`config.mk`:
```
export PLATFORM = sky130hd
export DESIGN_NAME = ray_aabb_cmp_scheduler
export DESIGN_NICKNAME = d
export VERILOG_FILES = /design/src/rtl/ray_aabb_cmp_scheduler.sv
export SDC_FILE = /design/constraint.sdc
export NUM_CORES = 1
export LEC_CHECK = 0
export CAP_MARGIN = 0
export CORE_UTILIZATION = 50
export DETAILED_ROUTE_END_ITERATION = 10
export PLACE_DENSITY = 0.85
export SLEW_MARGIN = 40
export SYNTH_ARGS = -nofsm -noshare
export SYNTH_HDL_FRONTEND = slang
export SYNTH_SLANG_ARGS = --single-unit
```
`constraint.sdc`:
```
create_clock -name clk -period 4.5 [get_ports clk]
set_input_delay 0.675 -clock clk [delete_from_list [all_inputs] [get_ports clk]]
set_output_delay 0.675 -clock clk [all_outputs]
set_load 0.01 [all_outputs]
```
`src/rtl/ray_aabb_cmp_scheduler.sv`:
```
// Ray-AABB slab compare scheduler: feeds one shared pipelined FP >= comparator
// one operand pair per cycle and gathers the per-pair results of a job.
//
// Ports
//   clk, rst            : clock, synchronous active-high reset
//   job_valid/job_ready : job handshake; job_a/job_b hold NPAIR packed words
//   cmp_a/cmp_b         : operands to the shared comparator
//   cmp_issue           : cmp_a/cmp_b carry a live pair this cycle
//   cmp_ge              : comparator result, CMP_LAT cycles after issue
//   res_valid/res_ready : result handshake
//   res_ge              : per-pair results, bit i = pair i
//   res_hit             : AND of all res_ge bits
module ray_aabb_cmp_scheduler #(
  parameter int WIDTH   = 20,
  parameter int NPAIR   = 4,
  parameter int CMP_LAT = 3
) (
  input  logic                         clk,
  input  logic                         rst,
  input  logic                         job_valid,
  output logic                         job_ready,
  input  logic [NPAIR*(WIDTH+1)-1:0]   job_a,
  input  logic [NPAIR*(WIDTH+1)-1:0]   job_b,
  output logic [WIDTH:0]               cmp_a,
  output logic [WIDTH:0]               cmp_b,
  output logic                         cmp_issue,
  input  logic                         cmp_ge,
  output logic                         res_valid,
  input  logic                         res_ready,
  output logic [NPAIR-1:0]             res_ge,
  output logic                         res_hit
);

  localparam int W  = WIDTH + 1;
  localparam int IW = (NPAIR > 1) ? $clog2(NPAIR) : 1;
  localparam int BW = NPAIR * W;

  typedef enum logic [1:0] {
    IDLE,
    ISSUE,
    DRAIN,
    DONE
  } state_e;

  state_e state_q;
  state_e state_d;

  logic [BW-1:0] opa_q;
  logic [BW-1:0] opa_d;
  logic [BW-1:0] opb_q;
  logic [BW-1:0] opb_d;

  logic [IW-1:0] idx_q;
  logic [IW-1:0] idx_d;

  // Tag pipeline: one stage per comparator latency cycle.
  // Stage CMP_LAT-1 lines up with cmp_ge for the pair it carries.
  logic [CMP_LAT-1:0]         tv_q;
  logic [CMP_LAT-1:0]         tv_d;
  logic [CMP_LAT-1:0][IW-1:0] tt_q;
  logic [CMP_LAT-1:0][IW-1:0] tt_d;

  logic [NPAIR-1:0] ge_q;
  logic [NPAIR-1:0] ge_d;

  logic accept;
  logic push;
  logic last_idx;

  assign job_ready = (state_q == IDLE) && !rst;
  assign cmp_issue = (state_q == ISSUE);
  assign res_valid = (state_q == DONE);
  assign res_ge    = ge_q;
  assign res_hit   = &ge_q;

  assign cmp_a = cmp_issue ? opa_q[int'(idx_q)*W +: W] : '0;
  assign cmp_b = cmp_issue ? opb_q[int'(idx_q)*W +: W] : '0;

  assign accept   = job_valid && job_ready;
  assign push     = cmp_issue;
  assign last_idx = (idx_q == IW'(NPAIR - 1));

  always_comb begin
    state_d = state_q;
    opa_d   = opa_q;
    opb_d   = opb_q;
    idx_d   = idx_q;
    tv_d    = '0;
    tt_d    = '0;
    ge_d    = ge_q;

    // Shift the tag pipeline every cycle; zeros enter when idle.
    for (int s = CMP_LAT - 1; s > 0; s--) begin
      tv_d[s] = tv_q[s-1];
      tt_d[s] = tt_q[s-1];
    end
    tv_d[0] = push;
    tt_d[0] = push ? idx_q : '0;

    // Only a tagged cycle may touch the result vector, so
    // stale comparator output (NaN, idle) never lands.
    if (tv_q[CMP_LAT-1]) begin
      ge_d[tt_q[CMP_LAT-1]] = cmp_ge;
    end

    unique case (state_q)
      IDLE: begin
        if (accept) begin
          opa_d   = job_a;
          opb_d   = job_b;
          idx_d   = '0;
          ge_d    = '0;
          state_d = ISSUE;
        end
      end
      ISSUE: begin
        if (last_idx) begin
          state_d = DRAIN;
        end else begin
          idx_d = idx_q + 1'b1;
        end
      end
      DRAIN: begin
        // Leave once the final tag is being retired this
        // cycle, so res_valid follows the last sample.
        if (tv_d == '0) begin
          state_d = DONE;
        end
      end
      DONE: begin
        if (res_ready) begin
          state_d = IDLE;
        end
      end
      default: begin
        state_d = IDLE;
      end
    endcase
  end

  always_ff @(posedge clk) begin
    if (rst) begin
      state_q <= IDLE;
      opa_q   <= '0;
      opb_q   <= '0;
      idx_q   <= '0;
      tv_q    <= '0;
      tt_q    <= '0;
      ge_q    <= '0;
    end else begin
      state_q <= state_d;
      opa_q   <= opa_d;
      opb_q   <= opb_d;
      idx_q   <= idx_d;
      tv_q    <= tv_d;
      tt_q    <= tt_d;
      ge_q    <= ge_d;
    end
  end

endmodule

```
# == Word level (Yosys, flattened, before mapping) ==
# Index checks and enable logic that the tools add are counted.
# W data, S select, Z words.
# classes
addsub,1
mul,1
magnitude_cmp,2
n_eq_ne,9
shifts,2
n_mux,16
n_bitwise,1
n_reduce_logical,12
# ops
op,count
$shiftx A84 B32 Y21,1
$shiftx A84 B8 Y21,1
$mux W21,2
$mux W2,6
$mux W4,3
$pmux W2 S4,1
$reduce_and A4 Y1,2
$mul A2 B5 Y7 const B,1
$eq A2 B2 Y1 const B,3
$ne A2 B2 Y1 const B,3
$bwmux W4,1
$ne A2 B1 Y1 const B,2
$pmux W2 S2,1
$logic_and A1 B1 Y1,3
$logic_not A3 Y1,1
$lt A2 B3 Y1 const B,1
$reduce_and A3 Y1,1
$add A2 B1 Y2 const B,1
$demux W1 S2,1
$eq A2 B1 Y1 const B,1
$ge A2 B1 Y1 const B,1
$logic_not A2 Y1,1
$reduce_and A2 Y1,1
$reduce_bool A2 Y1,1
other kinds (4),4
# totals
ff_bits,185
input_bits,173
output_inout_bits,50
word_cells,53

# == Logic depth before layout (Yosys ltp) ==
# Gate-level depths: netlist of run 1.
# depth
depth_word,8
ltp_mapped,8
ltp_nobuf,6

# == Least setup slack after synthesis of run 1 ==
# Ideal clock, no wire load.
# synth_path
path_kind,register to output
from,register idx_q[0]
to,output port cmp_a[10]
arrival_ns,1.475
t_required_ns,3.825
path_slack_ns,2.350
stages_incl_launch_ff,5
path_buffers,2
cell_sequence,dfxtp_1 buf_2 buf_4 mux4_2 and2_1
# synth_between
elab_chain_len,3
# synth_lines
element,line_no,text
"start, declared",53,logic [IW-1:0] idx_q;
"start signal, assigned",154,idx_q <= idx_d;
$mul A2 B5 Y7,76,assign cmp_a = cmp_issue ? opa_q[int'(idx_q)*W +: W] : '0;
$shiftx A84 B32 Y21,76,
$mux W21,76,
"end, declared",24,"output logic [WIDTH:0] cmp_a,"
# Every way passes these cells.

# == Final worst setup path of run 1 ==
# layout_path
from,register state_q[0]
to,output port cmp_b[3]
# layout_between
elab_chain_len,2
# layout_lines
element,line_no,text
"start, declared",45,state_e state_q;
"start signal, assigned",151,state_q <= state_d;
$eq A2 B1 Y1,71,assign cmp_issue = (state_q == ISSUE);
$mux W21,77,assign cmp_b = cmp_issue ? opb_q[int'(idx_q)*W +: W] : '0;
"end, declared",25,"output logic [WIDTH:0] cmp_b,"
# Every way passes these cells.

==> results of run 1 <==
metrics by stage:
stage | instance area, µm² | setup slack (ps) | hold WS [ps]
2_1_floorplan | 7090 | 2350 | 414
3_3_place_gp | 9280 | 1530 | 429
3_5_place_dp | 9300 | 1440 | 433
4_1_cts | 9940 | 1140 | 446
5_1_grt | 9940 | 994 | 464
6_report | 9940 | 1160 | 442
cells in the final DEF (no fill, tap or decap), drive strengths merged:
cell type / instances
nand2b: 1
a2111oi: 1
clkinv: 3
nand2: 1
bufinv: 4
clkdlybuf4s50: 222
a211oi: 1
nor2b: 12
nand3: 1
o31a: 1
a22o: 168
a2bb2oi: 1
buf: 7
clkbuf: 25
and2: 46
ha: 5
dfxtp: 185
a21o: 1
nand3b: 1
and4: 1
a21oi: 1
mux4: 42
nor2: 11
inv: 2
mux2i: 7
nor3b: 1
synth_stat cells, drive strengths merged:
master and instances:
dfxtp 185, a22o 168, and2 46, mux4 42, buf 30, clkbuf 23
nor2b 12, nor2 11, mux2i 7, ha 5, inv 2, a2111oi 1
a211oi 1, a21o 1, a21oi 1, a2bb2oi 1, and4 1, nand2 1
nand2b 1, nand3 1, nand3b 1, nor3b 1, o31a 1
power by group:
part | switching, mW | total (mW) | leakage (nW) | internal, mW
logic | 0.503 | 1.17 | 1.97 | 0.663
clock network | 0.594 | 1.58 | 0.311 | 0.990
registers | 0.187 | 2.11 | 1.52 | 1.93
layer usage:
metal | share of wire | track usage | wire (µm) | vias to the layer above
met5 | 0.00094 | 0 | 17 | -
met4 | 0.041 | 0.140 | 738 | 2
met3 | 0.049 | 0.0569 | 883 | 53
met2 | 0.49 | 0.403 | 8900 | 195
met1 | 0.42 | 0.317 | 7620 | 2693
li1 | - | - | - | 2481
cells by family after synthesis:
| group | count (synthesis) |
|---|---|
| DFF | 185 |
| AOI/OAI and AO/OA | 174 |
| and+or+nand+nor | 75 |
| buffers and inverters | 55 |
| muxes | 49 |
| adders and majority gates | 5 |
state kept, by name, summed over array words and instances (netlist names):
signal	flops
tv_q	3
res_ge	4
opa_q	84
tt_d	4
tt_q	2
state_q	2
opb_q	84
idx_q	2
layout make-up:
class	count	share of cell area
clock buffers	25	0.0498
clock inverters	7	0.0140
multi-input cells	303	0.308
flip-flops and latches	185	0.373
well taps	180	0.0227
inverters	2	0.000755
repair buffers	229	0.232
final timing paths:
check	startpoint	cells past startpoint	end	slack (ps)
min reg2reg	tt_d[2]	1	tt_d[4]	440
max	state_q[0]	4	cmp_b[3]	1160
max reg2reg	state_q[0]	6	idx_q[0]	1960
min	tt_d[2]	1	tt_d[4]	440
==> flow_summary.ini, run 1 <==
[outcome]
status = finished clean

[clock_network]
cts_resized = 0
cts.clk_slew.worst_paths_ps = 60
cts-buffers-inserted = 17
cts_tree = built
clockBufferDepth = 2
cts_setup_buffers = 0
cts_max_level = 4
cts_hold_buf = 0
clock_sinks = 185
clkLatencyLatePin_ps = 420
clockRootBuffer = clkbuf_16

[floorplan]
dieArea_um2 = 14700
io_pins = 223
fp.dieW_um = 121
initial_core_util = 0.511
design.core.area_um2 = 13900
fp-row-count = 43
fp.dieH_um = 121

[route]
first_iter_violations = 417
viasPerCell = 5.83
num_vias = 5424
ant_nets = 0
drc = 0
first_pass_iters = 5
routed_wl_um = 18200
detail_route.wl_per_cell_um = 19.5

[synthesis]
synth_compound_area_frac = 0.215
synth_top_family_by_area = compound AO/OA/AOI/OAI gates
synth.ff_latch_count = 185
yosys.area.top_type = dfxtp_1
synth_area_um2 = 7090
synth_area_per_cell_um2 = 13.1
synthMuxAreaShare = 0.143
synthTopCellsByArea = dfxtp_1 (52%), a22o_1 (21%), mux4_2 (13%)
syn_nets = 721
yosysUniqueCellTypes = 25
ys_seq_area_frac = 0.522
yosys.area_share.simple = 0.0625
synth_cells = 543
synth_fa_ha_area_frac = 0.00882
ys_warn_count = 0
synth_top_area_frac = 0.522
synth_xor_area_frac = 0

[sta]
post-route-period-util = 0.742
clock.fmax_ghz = 0.299
fin_setup_tns_ps = 0
report.final.hold_viol_count = 0
rsz0062_at_grt = false
clock_skew_ps = 6.65
worst_pin_slew_ps = 803
slew_headroom = 0.464
setup_viol = 0
report.final.slew_viol_count = 0
fin_crit_ps = 3340

[layout]
final_cells = 931
multi_input_area_um2 = 3060
final_util = 0.716
regArea_um2 = 3710
area_growth_syn_to_layout_pct = 40.2
antenna_cells = 0
drive_gt1_frac = 0.109
fin_nets = 916
fillers = 923

[global_routing]
gr-total-overflow = 0
grt_pass1_wl_um = 28300
track_usage = 0.253
antenna_found_initial = 1
grt_max_degree = 89
grt_pass1_vias = 5473

[setup_path]
cp-start-kind = register
end_kind = output port
crit_chain = ha_1 > buf_4 > and2_1 > clkdlybuf4s50_1
crit_arrival_ps = 2670
path_max_fanout = 32
path_class = reg2out
critical-path-top-delay-family = buffers and inverters
critical_path_buf_inv_count = 2
cp.required_ps = 3830
max_stage_delay_ps = 640
slowest_stage = ha_1

[pwr]
p_total_mw = 4.86
p_per_area_nw_per_um2 = 489
p_leak_nw = 3.80
vdd_drop_max_mv = 0.301

[place]
port_buffers = 222
dp_hpwl_um = 12200
place_inst = 899
gp_congestion = 0.819

[job]
cap_violations = 0

[hold_path]
min_path_type = reg2reg
(Power assumes the default switching activity.)
==> run 2, diff against run 1 <==
CORE_UTILIZATION = 42   (was 50)
PLACE_DENSITY = 0.76   (was 0.85)
clock period = 2.8 ns   (was 4.5 ns; I/O delays follow)
==> flow_summary.ini, run 2 (synthesis results as in run 1) <==
[outcome]
status = finished clean

[hold_path]
min_path_type = reg2reg
min_from = tt_d[3]

[layout]
final_common_cell = clkdlybuf4s50_1
top_regs = opa_q: 84 flops, opb_q: 84 flops
antenna_cells = 0
area_growth_syn_to_layout_pct = 42.1
drive_gt1_frac = 0.125
final_util = 0.610
fin_nets = 924
fillers = 1267
final_cells = 979
final_cell_mix = clkdlybuf4s50_1 (222), dfxtp_1 (183), a22o_1 (168)

[place]
gp_congestion = 0.808
port_buffers = 222
dp_hpwl_um = 12500
place_inst = 943

[setup_path]
cp-start-kind = register
r2r-start = state_q[1]
crit_arrival_ps = 2240
path_class = reg2out
reg2regPathDepth = 6
rrSetupSlack_ps = 790
end_kind = output port
crit_end = cmp_b[15]
cp.required_ps = 2380
path_max_fanout = 14
r2r_end = idx_q[0]
critPathLaunch = idx_q[0]

[route]
ant_nets = 0
drc = 0
detail_route.wl_per_cell_um = 18.8
first_pass_iters = 9
viasPerCell = 5.46
num_vias = 5347
routed_wl_um = 18400
first_iter_violations = 257

[sta]
rsz0062_at_grt = false
post-route-period-util = 0.950
slew_headroom = 0.675
worst_pin_slew_ps = 488
report.final.slew_viol_count = 0
fin_setup_tns_ps = 0
fin_crit_ps = 2660
clock_skew_ps = 8.02
setup_viol = 0
clock.fmax_ghz = 0.376
report.final.hold_viol_count = 0
whs_ps = 439

[global_routing]
antenna_found_initial = 0
track_usage = 0.211
grt_max_degree = 85
grt_pass1_wl_um = 28800
grt_pass1_vias = 5509
gr-total-overflow = 0

[clock_network]
cts_max_level = 4
cts.clk_slew.worst_paths_ps = 70
clockRootBuffer = clkbuf_16
cts-buffers-inserted = 17
cts_tree = built
clockBufferDepth = 2
clock_sinks = 185
clkLatencyLatePin_ps = 420

[pwr]
p_total_mw = 7.76
p_leak_nw = 3.84
p_per_area_nw_per_um2 = 770
vdd_drop_max_mv = 0.528

[floorplan]
design.core.area_um2 = 16500
fp.dieW_um = 132
io_pins = 223
fp.dieH_um = 132
initial_core_util = 0.429
dieArea_um2 = 17400
fp-row-count = 47

[job]
cap_violations = 0
-- run 2: cell count changes in the layout (fill, tap and decap cells not counted), moves of 2 or more --
cell / before / now
clkinvlp_4: 0 / 2
clkbuf_8: 4 / 1
clkbuf_1: 4 / 0
buf_4: 4 / 9
buf_12: 2 / 6
clkinv_4: 1 / 3
bufinv_16: 4 / 2
clkinv_2: 2 / 4
-- run 2: final cells by class --
cell class	count	area (µm²)	area share
multi-input combinational	303	3070	0.305
tap	220	275	0.0273
inverter	2	7.51	0.000745
sequential	185	3710	0.368
clock inverter	13	141	0.0140
clock buffer	19	464	0.0461
timing repair buffer	237	2410	0.239
-- run 2: metal layers --
metal  vias to the layer above  routed length, µm  global-route usage
met5                         -                  0                   0
met4                         0                819               0.127
met3                        53                732              0.0446
met2                       167               8890               0.345
met1                      2631               7950               0.257
li1                       2496                  -                   -
-- run 2: worst max-delay path: stages (launching register included) --
cell,delay (ps)
dfxtp_4,440
buf_12,190
mux4_2,540
and2_1,170
clkdlybuf4s50_1,470
-- run 2: where the power goes --
part	switching (mW)	leakage (nW)	internal, mW
clock network	1.03	0.296	1.40
logic	0.841	2.03	1.12
registers	0.268	1.52	3.09
total	2.14	3.84	5.62
-- run 2: how the worst min path moves through the flow --
stage | endpoint | cells past startpoint
finish | tt_d[5] | 1
global route | tt_d[4] | 1
CTS | tt_d[5] | 1
detailed placement | tt_d[5] | 1
global placement | tt_d[4] | 1
floorplan | tt_d[4] | 1
-- run 2: timing repair --
| action | 4_1_cts | 5_1_grt |
|---|---|---|
| endpoints found under the setup margin | 42 | 0 |
| resized for setup | 1 | 0 |
| hold buffers | 0 | 0 |
| buffers inserted | 4 | 0 |
-- run 2: stage by stage --
step	setup WS, ps	cell area (µm²)
floorplan	905	7090
global placement	380	9430
detailed placement	358	9430
CTS	99.9	10100
global route	60.3	10100
finish	139	10100
